### config.mk
export PLATFORM = sky130hd
export DESIGN_NAME = evt_debounce_pulser
export DESIGN_NICKNAME = d
export VERILOG_FILES = /design/src/rtl/evt_debounce_pulser.sv
export SDC_FILE = /design/constraint.sdc
export NUM_CORES = 1
export LEC_CHECK = 0
export BUFFER_PORTS_ARGS = -buffer_cell sky130_fd_sc_hd__clkbuf_2
export CAP_MARGIN = 10
export CORE_MARGIN = 1.5
export CORE_UTILIZATION = 48
export DETAILED_ROUTE_END_ITERATION = 16
export GPL_TIMING_DRIVEN = 0
export PLACE_DENSITY = 0.76
export SLEW_MARGIN = 10
export SYNTH_ARGS = -nofsm -noshare
export SYNTH_HDL_FRONTEND = slang
export SYNTH_SLANG_ARGS = --single-unit
### constraint.sdc
create_clock -name clk -period 1.8 [get_ports clk]
set_clock_uncertainty 0.2 [all_clocks]
set_input_delay 0.18 -clock clk [delete_from_list [all_inputs] [get_ports clk]]
set_output_delay 0.18 -clock clk [all_outputs]
set_load 0.1 [all_outputs]
### src/rtl/evt_debounce_pulser.sv
// Event-line qualifier: synchronises evt_in, debounces it over DEB_CYCLES stable
// samples, emits a one-cycle pulse per accepted edge and counts aborted qualifications.
module evt_debounce_pulser #(
   parameter int unsigned SYNC_STAGES = 2,
   parameter int unsigned DEB_CYCLES  = 4,
   parameter int unsigned EDGE        = 0,
   parameter int unsigned GW          = 8
) (
   input  logic          clk,
   input  logic          rst_n,
   input  logic          evt_in,
   input  logic          glitch_clr,
   output logic          level,
   output logic          en_pulse,
   output logic [GW-1:0] glitch_cnt
);

   localparam int unsigned   QW         = $clog2(DEB_CYCLES + 1);
   localparam logic [QW-1:0] QMAX       = QW'(DEB_CYCLES);
   localparam logic [GW-1:0] GMAX       = '1;
   localparam logic          PULSE_RISE = (EDGE == 0) || (EDGE == 2);
   localparam logic          PULSE_FALL = (EDGE == 1) || (EDGE == 2);

   typedef enum logic {
      ST_STABLE = 1'b0,
      ST_QUAL   = 1'b1
   } state_e;

   logic [SYNC_STAGES-1:0] sync_q, sync_d;
   logic                   s;
   state_e                 state_q, state_d;
   logic [QW-1:0]          qcnt_q, qcnt_d;
   logic                   level_q, level_d;
   logic                   en_pulse_q, en_pulse_d;
   logic [GW-1:0]          glitch_cnt_q, glitch_cnt_d;
   logic                   accept;
   logic                   abort;

   // Plain shift chain; s is the last stage.
   always_comb begin
      sync_d = {sync_q[SYNC_STAGES-2:0], evt_in};
      s      = sync_q[SYNC_STAGES-1];
   end

   always_ff @(posedge clk or negedge rst_n) begin
      if (!rst_n) begin
         sync_q       <= '0;
         state_q      <= ST_STABLE;
         qcnt_q       <= '0;
         level_q      <= 1'b0;
         en_pulse_q   <= 1'b0;
         glitch_cnt_q <= '0;
      end else begin
         sync_q       <= sync_d;
         state_q      <= state_d;
         qcnt_q       <= qcnt_d;
         level_q      <= level_d;
         en_pulse_q   <= en_pulse_d;
         glitch_cnt_q <= glitch_cnt_d;
      end
   end

   // Qualification FSM: qcnt holds the number of consecutive samples with s != level.
   always_comb begin
      state_d      = state_q;
      qcnt_d       = qcnt_q;
      level_d      = level_q;
      en_pulse_d   = 1'b0;
      glitch_cnt_d = glitch_cnt_q;
      accept       = 1'b0;
      abort        = 1'b0;

      case (state_q)
         ST_STABLE: begin
            if (s != level_q) begin
               if (DEB_CYCLES == 1) begin
                  accept = 1'b1;
               end else begin
                  state_d = ST_QUAL;
                  qcnt_d  = QW'(1);
               end
            end
         end
         ST_QUAL: begin
            if (s == level_q) begin
               abort   = 1'b1;
               state_d = ST_STABLE;
               qcnt_d  = '0;
            end else if ((qcnt_q + QW'(1)) == QMAX) begin
               accept  = 1'b1;
               state_d = ST_STABLE;
               qcnt_d  = '0;
            end else if (qcnt_q != QMAX) begin
               qcnt_d = qcnt_q + QW'(1);
            end
         end
         default: begin
            state_d = ST_STABLE;
            qcnt_d  = '0;
         end
      endcase

      if (accept) begin
         level_d    = ~level_q;
         en_pulse_d = level_d ? PULSE_RISE : PULSE_FALL;
      end

      // Clear has priority; the increment stops at all-ones.
      if (glitch_clr) begin
         glitch_cnt_d = '0;
      end else if (abort && (glitch_cnt_q != GMAX)) begin
         glitch_cnt_d = glitch_cnt_q + GW'(1);
      end
   end

   assign level      = level_q;
   assign en_pulse   = en_pulse_q;
   assign glitch_cnt = glitch_cnt_q;

endmodule

# Word-level counts from Yosys, hierarchy flattened
# Index checks and enable logic that the tools add are counted.
[classes]
n_addsub = 2
bitwise = 2
mux = 18
n_reduce_logical = 3
n_eq_ne = 7
[op_table]
columns = ["cell", "n"]
rows = [
  ["two-way mux 8 bit", 2],
  ["two-way mux 3 bit", 4],
  ["two-way mux 1 bit", 10],
  ["adder 8 x 1 -> 8 bit (second input constant)", 1],
  ["inequality test 8 bit (second input constant)", 1],
  ["case mux 3 bit (2 select lines)", 1],
  ["inequality test 4 x 1 -> 1 bit (second input constant)", 1],
  ["adder 3 x 1 -> 3 bit (second input constant)", 1],
  ["== test 3 bit (second input constant)", 1],
  ["inequality test 3 bit (second input constant)", 1],
  ["inequality test 2 bit (second input constant)", 1],
  ["inverter 1 bit", 2],
  ["case mux 1 bit (2 select lines)", 1],
  ["AND reduction 2 bit", 1],
  ["nonzero test 2 bit", 1],
  ["== test 1 bit", 1],
  ["logical AND 1 bit", 1],
  ["inequality test 1 bit", 1],
]
[totals]
elab_cells = 38
in_bits = 4
register_bits = 16
output_inout_bits = 10

# Depth between registers and ports, before layout
# Gate-level depths: netlist of run 1.
[logic_depth]
ltp_word = 6
depth_mapped = 6

# Worst setup path before layout of run 1
# No wires, ideal clock.
[synth_path]
path_kind = "register to register"
startpoint = "register glitch_cnt_q[0], in the netlist glitch_cnt[0]"
endpoint = "register glitch_cnt_q[6], in the netlist glitch_cnt[6]"
path_stages_with_launch = 6
t_arrival_ns = 2.081
t_required_ns = 1.475
path_buffers = 0
slack_ns = -0.606
path_cell_list = "dfrtp_1 ha_1 nand3_1 o2111ai_1 nor2_1 mux2_2"
[synth_between]
elab_chain_cells = 3
[synth_rtl]
columns = ["item", "line", "source"]
rows = [
  ["from (decl)", "35", "logic [GW-1:0] glitch_cnt_q, glitch_cnt_d;"],
  ["from (signal assigned)", "59", "glitch_cnt_q <= glitch_cnt_d;"],
  ["adder 8 x 1 -> 8 bit or inequality test 8 bit (tied branches)", "112, 111", ""],
  ["two-way mux 8 bit or logical AND 1 bit (tied branches)", "111", "end else if (abort && (glitch_cnt_q != GMAX)) begin"],
  ["two-way mux 8 bit or nonzero test 2 bit (tied branches)", "--", ""],
]
# Parallel ways exist; a longest one is shown, timed or not. The select of a mux whose other input is x is not followed.
# A chain may end at the register's enable or synchronous reset.

# Worst setup path after layout of run 1
[layout_path]
startpoint = "register level_q, in the netlist level"
endpoint = "register glitch_cnt_q[5], in the netlist glitch_cnt[5]"
[layout_between]
elab_chain_cells = 5
[layout_rtl]
columns = ["item", "line", "source"]
rows = [
  ["from (decl)", "33", "logic level_q, level_d;"],
  ["from (signal assigned)", "57", "level_q <= level_d;"],
  ["== test 1 bit", "85", "if (s == level_q) begin"],
  ["two-way mux 1 bit", "85", ""],
  ["two-way mux 1 bit", "73", "case (state_q)"],
  ["logical AND 1 bit", "111", ""],
  ["nonzero test 2 bit (no line)", "--", ""],
]
# No other way between the ends.

==> results of run 1 <==
-- metrics by stage --
step	instance area, um2	util [%]	cells	power (mW)
detailed placement	979.7	62.14	108	1.068
global placement	979.7	62.14	108	1.056
floorplan	899.6	-	80	0.9687
global route	1107	70.24	120	1.462
CTS	1051	66.67	116	1.324
finish	1107	70.24	120	1.388
-- layer usage --
| metal | GRT usage [%] | vias to the layer above | routed length (um) |
|---|---|---|---|
| met2 | 26.86 | 9 | 750 |
| met1 | 24.08 | 320 | 721 |
| met3 | 3.600 | 5 | 44 |
| li1 | - | 335 | - |
| met4 | 10.59 | 0 | 54 |
| met5 | 0 | - | 0 |
-- power breakdown --
part / switching (mW) / total, mW / internal (mW)
clock network: 0.124 / 0.247 / 0.124
logic: 0.413 / 0.640 / 0.227
registers: 0.0687 / 0.500 / 0.432
total: 0.606 / 1.39 / 0.782
-- cell type report --
cell class | instances | share of cell area (%)
well taps | 16 | 1.808
plain buffers | 2 | 0.7910
repair buffers | 20 | 11.30
clock buffers | 4 | 3.277
flip-flops and latches | 16 | 38.76
multi-input cells | 57 | 42.37
inverters | 5 | 1.695
-- flip-flops by register name (all words and copies together) (netlist names) --
| name | count |
|---|---|
| en_pulse | 1 |
| state_q | 1 |
| level | 1 |
| glitch_cnt | 8 |
| sync_q | 2 |
| qcnt_q | 3 |
-- cell families after synthesis --
logic type	count (synthesis)	share of synthesized area (%)
and+or+nand+nor	27	16.42
DFF	16	47.34
xor gates and xnor gates	4	6.362
adders and majority gates	5	7.396
muxes	5	6.213
AOI/OAI and AO/OA	16	13.02
buffers and inverters	7	3.254
-- repair_timing --
action,4_1_cts,5_1_grt
gates resized for setup,0,7
setup endpoints to repair,3,7
pin swaps,1,3
endpoints found under the hold margin,17,0
hold buffers,2,0
setup buffers,2,4
-- final timing paths --
kind	start	endpoint	slack, ps	depth (start not counted)
max	level$_DFFE_PN0P_	glitch_cnt[5]$_DFFE_PN0P_	-30	4
max in group asynchronous	rst_n	glitch_cnt[5]$_DFFE_PN0P_	950	2
min reg2reg	sync_q[0]$_DFF_PN0_	sync_q[1]$_DFF_PN0_	160	0
min in group asynchronous	rst_n	glitch_cnt[1]$_DFFE_PN0P_	130	2
max reg2reg	level$_DFFE_PN0P_	glitch_cnt[5]$_DFFE_PN0P_	-30	4
min	glitch_clr	glitch_cnt[2]$_DFFE_PN0P_	50	2
-- worst max-delay path, stage by stage, from the launching register on --
cell and delay (ps):
dfrtp_4 530, xnor2_4 260, o211ai_4 150, or4_4 500, a21oi_2 120
-- synthesized netlist by cell type, types with 2 or more instances --
cell type,instances,share of area (%)
inv_1,5,2.2
dfrtp_1,16,47
nand3_1,6,3.6
o21ai_0,5,3.0
ha_1,5,7.4
or3_2,2,1.8
nor2_1,6,2.7
xor2_1,3,3.1
mux2i_1,3,3.6
nand2_1,6,2.7
nand4_1,2,1.5
a21oi_1,5,3.0
mux2_2,2,2.7
==> impl_results.md, run 1 <==
- Worst-skew pair later-pin latency: 300 ps
- Total global routing track utilization: 17.94%
- Antenna viol nets, final: 0
- Grt ovf: 0
- Most common cell after layout, fill and taps aside: clkbuf_2
- Layout cell share with drive strength beyond 1: 45.19%
- Syn_nets: 89
- Fin worst setup slack: -31.89 ps
- Min Tclk post-route: 1832 ps
- Kind of critical path: reg2reg
- Critical Path End Type: register
- Clock buffer depth: 2
- Distinct cells, synth: 27
- Relative slew margins: 64.04%
- CTS sink count: 16
- Number of H-tree levels: 1
- Number of port buffers: 12
- Area of the multi-input gates: 469.2 um2
- Max Freq: 0.5459 GHz
- Least-Margin Pin Slew: 541.6 ps
- Yosys warns: 0
- Reg area: 429.2 um2
- Detailed-router iteration count before antenna repair: 3
- Num rows: 14
- Fin crit share: 101.8%
- Startpoint Class: register
- Failing checks: negative setup slack
- GP Congestion: 0.7825
- Initial Util: 53.65%
- HPWL after DPL: 1.043 mm
- Routed WL: 1.570 mm
- Post-DR wirelength/cell: 13.08 um
- Core ar.: 1577 um2
- Primary FF master, synth: dfrtp_1
- Residual DRC: 0
- Final hold violations: 0
- Vias in the first global route: 595
- Layout Nets: 114
- Mean area per synthesized cell: 10.57 um2
- Root buf cell: clkbuf_4
- Hold slack: 50.73 ps
- TritonCTS clock tree: done
- I/O pin cnt: 14
- Max Slew Vio Count: 0
- Number of synthesized flops with an enable pin: 0
- Crit Path Max Fanout: 6
- Most frequent cells in the layout: clkbuf_2, dfrtp_1, dfrtp_4, nand2_1, buf_4
- Initial antenna violation count: 0
- N_diodes: 0
- Arr. time, crit path: 1860 ps
- Power per Cell Area: 1253 nW/um2
- Largest net degree at the start of global routing: 17
- Clock Pin Slew Worst Setup and Hold Paths: 100 ps
- Vias: 669
- Pleak: 0.4674 nW
- CTS Buf Count: 3
- Worst EP required: 1830 ps
- RSZ-0062 raised after global routing: yes
- Status: finished with violations
- Die Ht: 44.98 um
- Sequential area share after synthesis: 47.34%
- Final setup viols: 3
- Mapped Area: 845.8 um2
- Yosys reg bits: 16
- Mapped Cells: 80
- Pre-CTS WS: 11.38 ps
- DIE WIDTH: 44.98 um
- Die area: 2023 um2
- Synth async-reset ratio: 100.0%
- Fillers: 122
- DRT iter0 DRCs: 14
- First-pass GRT wire length: 2.532 mm
- Setup TNS: -57.14 ps
- Vias/cell: 5.575
- Peak supply drop: 940.1 uV
- Layout area overhead: 30.92%
- Worst hold path class: in2reg
- Max-cap check violation count: 0
No activity file was read; power rests on OpenSTA's default activity.
==> inputs of run 2 (changes only) <==
CELL_PAD_IN_SITES_DETAIL_PLACEMENT = 0   (was not set)
CELL_PAD_IN_SITES_GLOBAL_PLACEMENT = 1   (was not set)
CORE_UTILIZATION = 37   (was 48)
PLACE_DENSITY = 0.75   (was 0.76)
==> run 2 against run 1 <==
- the run now ends clean
- largest cell class unchanged
- critical endpoint unchanged
- die area up 28%
- sequential share of layout area is 0.49 points higher
- sequential power hardly changed
- critical path depth increased by 1
==> impl_results.md, run 2 (same netlist as run 1, synthesis figures left out) <==
- Routed WL: 1.625 mm (was 1.570 mm)
- Finished Cell Area: 1094 um2 (was 1107 um2)
- Clock buffer depth: 2 (unchanged)
- CTS sink count: 16 (unchanged)
- Num rows: 17 (was 14)
- Reg area: 429.2 um2 (unchanged)
- CTS Buf Count: 3 (unchanged)
- Die Ht: 50.81 um (was 44.98 um)
- Vias: 658 (was 669)
- Max Freq: 0.5648 GHz (was 0.5459 GHz)
- Pleak: 0.4617 nW (was 0.4674 nW)
- Initial antenna violation count: 0 (unchanged)
- Critical path cell sequence: ha_4, nand3_4, o211ai_4, or4_1, a21oi_1 (was xnor2_4, o211ai_4, or4_4, a21oi_2)
- Root buf cell: clkbuf_4 (unchanged)
- Layout cell share with drive strength beyond 1: 39.81% (was 45.19%)
- Max Slew Vio Count: 0 (unchanged)
- Crit path buf inv count: 0 (unchanged)
- HPWL after DPL: 1.104 mm (was 1.043 mm)
- Least-Margin Pin Slew: 548.2 ps (was 541.6 ps)
- Layout area overhead: 29.29% (was 30.92%)
- GP Congestion: 0.7540 (was 0.7825)
- Arr. time, crit path: 1790 ps (was 1860 ps)
- Relative slew margins: 63.61% (was 64.04%)
- Peak supply drop: 672.0 uV (was 940.1 uV)
- Fillers: 199 (was 122)
- Layout Nets: 113 (was 114)
- DRT iter0 DRCs: 7 (was 14)
- Core ar.: 2191 um2 (was 1577 um2)
- Grt ovf: 0 (unchanged)
- Hold slack: 59.83 ps (was 50.73 ps)
- Max incr delay on CP: 500 ps (was 530 ps)
- Most common cell after layout, fill and taps aside: clkbuf_2 (unchanged)
- Area of the multi-input gates: 447.9 um2 (was 469.2 um2)
- First-pass GRT wire length: 2.815 mm (was 2.532 mm)
- TritonCTS clock tree: done (unchanged)
- Placement Cell Area: 994.7 um2 (was 979.7 um2)
- Number of H-tree levels: 1 (unchanged)
- Crit Path Max Fanout: 6 (unchanged)
- Fin util: 49.91% (was 70.24%)
- Critical Path End Type: register (unchanged)
- Power per Cell Area: 1250 nW/um2 (was 1253 nW/um2)
- Die area: 2582 um2 (was 2023 um2)
- Vias in the first global route: 640 (was 595)
- Kind of critical path: reg2reg (unchanged)
- Largest net degree at the start of global routing: 17 (unchanged)
- Final hold violations: 0 (unchanged)
- Vias/cell: 5.023 (was 5.575)
- Worst hold path class: in2reg (unchanged)
- Number of port buffers: 12 (unchanged)
- Max-cap check violation count: 0 (unchanged)
- CP delay by family, top: simple AND/OR/NAND/NOR gates (was flip-flops)
- Initial Util: 38.61% (was 53.65%)
- I/O pin cnt: 14 (unchanged)
- Slowest-stage cell, CP: dfrtp_4 (unchanged)
- Status: complete, no violations (was finished with violations)
- N_diodes: 0 (unchanged)
- Placed cells: 120 (was 108)
- DIE WIDTH: 50.81 um (was 44.98 um)
- Post-route insts no fill: 131 (was 120)
- Post-DR wirelength/cell: 12.40 um (was 13.08 um)
- Worst-skew pair later-pin latency: 290 ps (was 300 ps)
- Residual DRC: 0 (unchanged)
- Clock Pin Slew Worst Setup and Hold Paths: 100 ps (about the same)
- RSZ-0062 raised after global routing: yes (unchanged)
- Pre-CTS WS: -12.76 ps (was 11.38 ps)
- Total global routing track utilization: 15.03% (was 17.94%)
- Max reg flops: 8 (unchanged)
- Min Tclk post-route: 1770 ps (was 1832 ps)
- Antenna viol nets, final: 0 (unchanged)
- Worst EP required: 1820 ps (was 1830 ps)
- Final setup viols: 0 (was 3)
- Detailed-router iteration count before antenna repair: 4 (was 3)
- Startpoint Class: register (unchanged)
- Most frequent cells in the layout: clkbuf_2, dfrtp_1, dfrtp_4, nand2_1, nor2_1 (was clkbuf_2, dfrtp_1, dfrtp_4, nand2_1, buf_4)
- Fin crit share: 98.36% (was 101.8%)
- Fin worst setup slack: 29.61 ps (was -31.89 ps)
run 2: power breakdown:
part	switching (mW)	total (mW)	internal, mW
Clock	0.121	0.245	0.123
Combinational	0.403	0.619	0.217
Sequential	0.0716	0.503	0.432
Total	0.596	1.37	0.772
run 2: layout make-up:
cell class / instances / area share, %
repair buffers: 19 / 10.76
multi-input cells: 57 / 40.96
inverters: 5 / 1.716
clock buffers: 4 / 3.318
well taps: 28 / 3.204
flip-flops and latches: 16 / 39.24
plain buffers: 2 / 0.8009
run 2: layer usage:
layer | vias up | share of wire (%) | GRT usage [%]
met1 | 318 | 48 | 19.19
met3 | 4 | 2.2 | 1.754
met4 | 0 | 2.8 | 10.81
li1 | 326 | - | -
met2 | 10 | 47 | 23.68
met5 | - | 0 | 0
run 2: path summary, 6_finish.rpt:
check	depth (start not counted)	to	from	slack, ps
hold reg to reg	0	sync_q[1]$_DFF_PN0_	sync_q[0]$_DFF_PN0_	170
max in group asynchronous	2	glitch_cnt[1]$_DFFE_PN0P_	rst_n	950
hold / removal	2	glitch_cnt[0]$_DFFE_PN0P_	glitch_clr	60
setup reg to reg	5	glitch_cnt[5]$_DFFE_PN0P_	glitch_cnt[1]$_DFFE_PN0P_	30
min in group asynchronous	2	glitch_cnt[0]$_DFFE_PN0P_	rst_n	140
setup / recovery	5	glitch_cnt[5]$_DFFE_PN0P_	glitch_cnt[1]$_DFFE_PN0P_	30
run 2: worst reg2reg max path: cells and delay by family, from the launching register on:
family / cells / cell delay (ps)
AND/OR/NAND/NOR: 2 / 570
flip-flops: 1 / 500
adder cells (fa/ha/maj): 1 / 190
AO/OA/AOI/OAI: 2 / 240
run 2: stage by stage:
step / power (mW) / setup TNS (ps)
6_report: 1.367 / 0
5_1_grt: 1.450 / -148.3
4_1_cts: 1.364 / 0
3_5_place_dp: 1.071 / -12.76
3_3_place_gp: 1.062 / 0
2_1_floorplan: 0.9687 / -367.1
run 2: repair_timing:
action                                  4_1_cts  5_1_grt
setup buffers                                 4        1
endpoints found under the hold margin        17        0
pin swaps                                     2        1
endpoints found under the setup margin        4        6
resized for setup                             0        2
hold buffers                                  2        0
==> inputs of run 3 (changes only) <==
ABC_AREA = 1   (was not set)
CORE_UTILIZATION = 36   (was 37)
PLACE_DENSITY = 0.77   (was 0.75)
==> run 3 against run 2 <==
- wire length is 9.8% higher
- register-to-register slack gained 130 ps
- die area is 14% higher
- global-route usage about the same
- worst hold slack better by 85 ps
==> impl_results.md, run 3 <==
- Primary FF master, synth: dfrtp_1 (unchanged)
- Vias in the first global route: 738 (was 640)
- Num rows: 18 (was 17)
- Worst EP required: 1810 ps (was 1820 ps)
- Vias: 835 (was 658)
- Routed WL: 1.785 mm (was 1.625 mm)
- Yosys warns: 0 (unchanged)
- TritonCTS clock tree: done (unchanged)
- N_diodes: 0 (unchanged)
- Max incr delay on CP: 410 ps (was 500 ps)
- Crit path buf inv count: 1 (was 0)
- Worst r2r path cells: 7 (was 5)
- GP Congestion: 0.7633 (was 0.7540)
- Most frequent cells in the layout: nand2_1, nand3_1, inv_1, nor2_1, clkbuf_2 (was clkbuf_2, dfrtp_1, dfrtp_4, nand2_1, nor2_1)
- Layout area overhead: 19.02% (was 29.29%)
- R2R Path Start: qcnt_q[0]$_DFFE_PN0P_ (was glitch_cnt[1]$_DFFE_PN0P_)
- Mean area per synthesized cell: 7.638 um2 (was 10.57 um2)
- CTS sink count: 16 (unchanged)
- Critical path cell sequence: ha_1, ha_1, inv_1, nand3_1, o21ai_2, nand3_1, o21ai_0 (was ha_4, nand3_4, o211ai_4, or4_1, a21oi_1)
- Number of port buffers: 13 (was 12)
- Post-DR wirelength/cell: 10.26 um (was 12.40 um)
- Yosys reg bits: 16 (unchanged)
- Setup crit start: qcnt_q[0]$_DFFE_PN0P_ (was glitch_cnt[1]$_DFFE_PN0P_)
- Slowest-stage cell, CP: dfrtp_1 (was dfrtp_4)
- Number of H-tree levels: 1 (unchanged)
- Max-cap check violation count: 0 (unchanged)
- Post-CTS Resized: 0 (unchanged)
- Critical Path End Type: register (unchanged)
- Number of synthesized flops with an enable pin: 0 (unchanged)
- Commonest cells in the synthesized netlist: nand2_1, nand3_1, inv_1 (was dfrtp_1, nand2_1, nand3_1, nor2_1)
- Arr. time, crit path: 1650 ps (was 1790 ps)
- Clock Pin Slew Worst Setup and Hold Paths: 90 ps (was 100 ps)
- Antenna viol nets, final: 0 (unchanged)
- Layout cell share with drive strength beyond 1: 25.00% (was 39.81%)
- Total global routing track utilization: 15.07% (was 15.03%)
- Fin crit share: 90.93% (was 98.36%)
- Detailed-router iteration count before antenna repair: 4 (unchanged)
- Initial Util: 38.23% (was 38.61%)
- RSZ-0062 raised after global routing: no (was yes)
- Most frequent cell after synthesis: nand2_1 (was dfrtp_1)
- Cts-stage hold buffer count: 3 (was 2)
- Clock buffer depth: 2 (unchanged)
- DRT iter0 DRCs: 16 (was 7)
- Core ar.: 2477 um2 (was 2191 um2)
- Syn_nets: 133 (was 89)
- HPWL after DPL: 1.398 mm (was 1.104 mm)
- Setup TNS: 0 ps (unchanged)
- Most common cell after layout, fill and taps aside: nand2_1 (was clkbuf_2)
- Distinct cells, synth: 18 (was 27)
- Placed cells: 167 (was 120)
- Worst-skew pair later-pin latency: 280 ps (was 290 ps)
- Root buf cell: clkbuf_4 (unchanged)
- Max Freq: 0.6110 GHz (was 0.5648 GHz)
- Reg-to-Reg End: qcnt_q[0]$_DFFE_PN0P_ (was glitch_cnt[5]$_DFFE_PN0P_)
- Area contributors post-synth: dfrtp_1, nand2_1, nand3_1 (was dfrtp_1, ha_1, mux2i_1)
- Synth async-reset ratio: 100.0% (unchanged)
- Mapped Area: 947.2 um2 (was 845.8 um2)
- Max Slew Vio Count: 0 (unchanged)
- Kind of critical path: reg2reg (unchanged)
- Post-CTS Setup Bufs: 0 (was 4)
- DIE WIDTH: 54.30 um (was 50.81 um)
- Startpoint Class: register (unchanged)
- Crit Path Max Fanout: 4 (was 6)
- Sequential area share after synthesis: 42.27% (was 47.34%)
- Finished Cell Area: 1127 um2 (was 1094 um2)
- I/O pin cnt: 14 (unchanged)
- Worst hold path class: in2async (was in2reg)
- Max reg flops: 8 (unchanged)
- Mapped Cells: 124 (was 80)
- Initial antenna violation count: 0 (unchanged)
- CTS Buf Count: 3 (unchanged)
- Layout Nets: 154 (was 113)
- Final hold violations: 0 (unchanged)
- Synth top area share: 42.27% (was 47.34%)
- Vias/cell: 4.799 (was 5.023)
- Least-Margin Pin Slew: 546.2 ps (was 548.2 ps)
- Power per Cell Area: 1234 nW/um2 (was 1250 nW/um2)
- Pleak: 0.5692 nW (was 0.4617 nW)
- Largest net degree at the start of global routing: 17 (unchanged)
- Final setup viols: 0 (unchanged)
- Grt ovf: 0 (unchanged)
- Die area: 2948 um2 (was 2582 um2)
- First-pass GRT wire length: 3.132 mm (was 2.815 mm)
- Relative slew margins: 63.74% (was 63.61%)
- Leading area contributor after synthesis: dfrtp_1 (unchanged)
- Post-route insts no fill: 174 (was 131)
- Residual DRC: 0 (unchanged)
- Peak supply drop: 1112 uV (was 672.0 uV)
- CP delay by family, top: adder cells (was simple AND/OR/NAND/NOR gates)
- Min Tclk post-route: 1637 ps (was 1770 ps)
- Die Ht: 54.30 um (was 50.81 um)
- Placement Cell Area: 1061 um2 (was 994.7 um2)
- Status: complete, no violations (unchanged)
- R2R Setup Slk: 160 ps (was 30 ps)
==> run 3: cell types whose count changed after synthesis, moves of 2 or more <==
cell,delta
nand2_1,+25
nand3_1,+13
mux2_2,-2
nor2_4,+2
xor2_1,-3
mux2i_1,-3
a21oi_1,-3
nor2_1,+8
inv_1,+13
nand2_2,+3
or3_2,-2
nand2_4,+2
nand4_1,-2
==> run 3: through the flow <==
step                      hold WS [ps]  utilization, %  power (mW)  worst slack [ps]
after global routing             175.6           45.51       1.508             26.43
after CTS                        152.7           45.51       1.415             150.9
after floorplan                 -315.6               -       1.042             2.416
final                            145.2           45.51       1.392             163.2
after global placement          -72.83           42.83       1.153             178.7
after detailed placement        -67.37           42.83       1.169             177.8
==> run 3: cell type report <==
cell class / instances / area [um2]
Buffer: 1 / 3.754
Clock buffer: 4 / 36.28
Fill cell: 258 / 1350
Inverter: 19 / 71.32
Multi-Input combinational cell: 88 / 471.7
Sequential cell: 16 / 411.6
Tap cell: 30 / 37.54
Timing Repair Buffer: 16 / 95.09
==> run 3: report_power, final <==
part / switching (mW) / total, mW / internal [mW] / leakage [nW]
sequential: 0.0745 / 0.508 / 0.433 / 0.197
clock: 0.111 / 0.234 / 0.123 / 0.0210
combinational: 0.494 / 0.650 / 0.156 / 0.351
total: 0.679 / 1.39 / 0.713 / 0.569
==> run 3: layer usage <==
metal,track usage (%),part of all wire (%),up-vias
met1,18.97,47,385
met3,6.011,4.6,2
met2,24.10,47,14
li1,-,-,434
met4,3.750,0.84,0
met5,0,0,-
==> run 3: worst register-to-register path, stage by stage (launching register included) <==
cell and delay (ps):
dfrtp_1 410, ha_1 220, ha_1 200, inv_1 80, nand3_1 100, o21ai_2 190
nand3_1 90, o21ai_0 80
==> run 3: worst max-delay path by stage <==
stage,end,slack [ps],cells past startpoint
after floorplan,glitch_cnt[2]$_DFFE_PN0P_,2,8
after global placement,qcnt_q[2]$_DFFE_PN0P_,180,7
after CTS,qcnt_q[0]$_DFFE_PN0P_,150,7
final,qcnt_q[0]$_DFFE_PN0P_,160,7
after global routing,qcnt_q[1]$_DFFE_PN0P_,30,7
after detailed placement,qcnt_q[2]$_DFFE_PN0P_,180,7
==> run 3: cell families (layout without fill, tap and decap cells) <==
| group | count (synthesis) | in the layout | share of synthesized area (%) |
|---|---|---|---|
| AO/OA/AOI/OAI | 10 | 10 | 6.209 |
| flip-flops | 16 | 16 | 42.27 |
| adder cells (fa/ha/maj) | 5 | 5 | 6.605 |
| AND/OR/NAND/NOR | 73 | 73 | 36.99 |
| buffers and inverters | 20 | 40 | 7.925 |
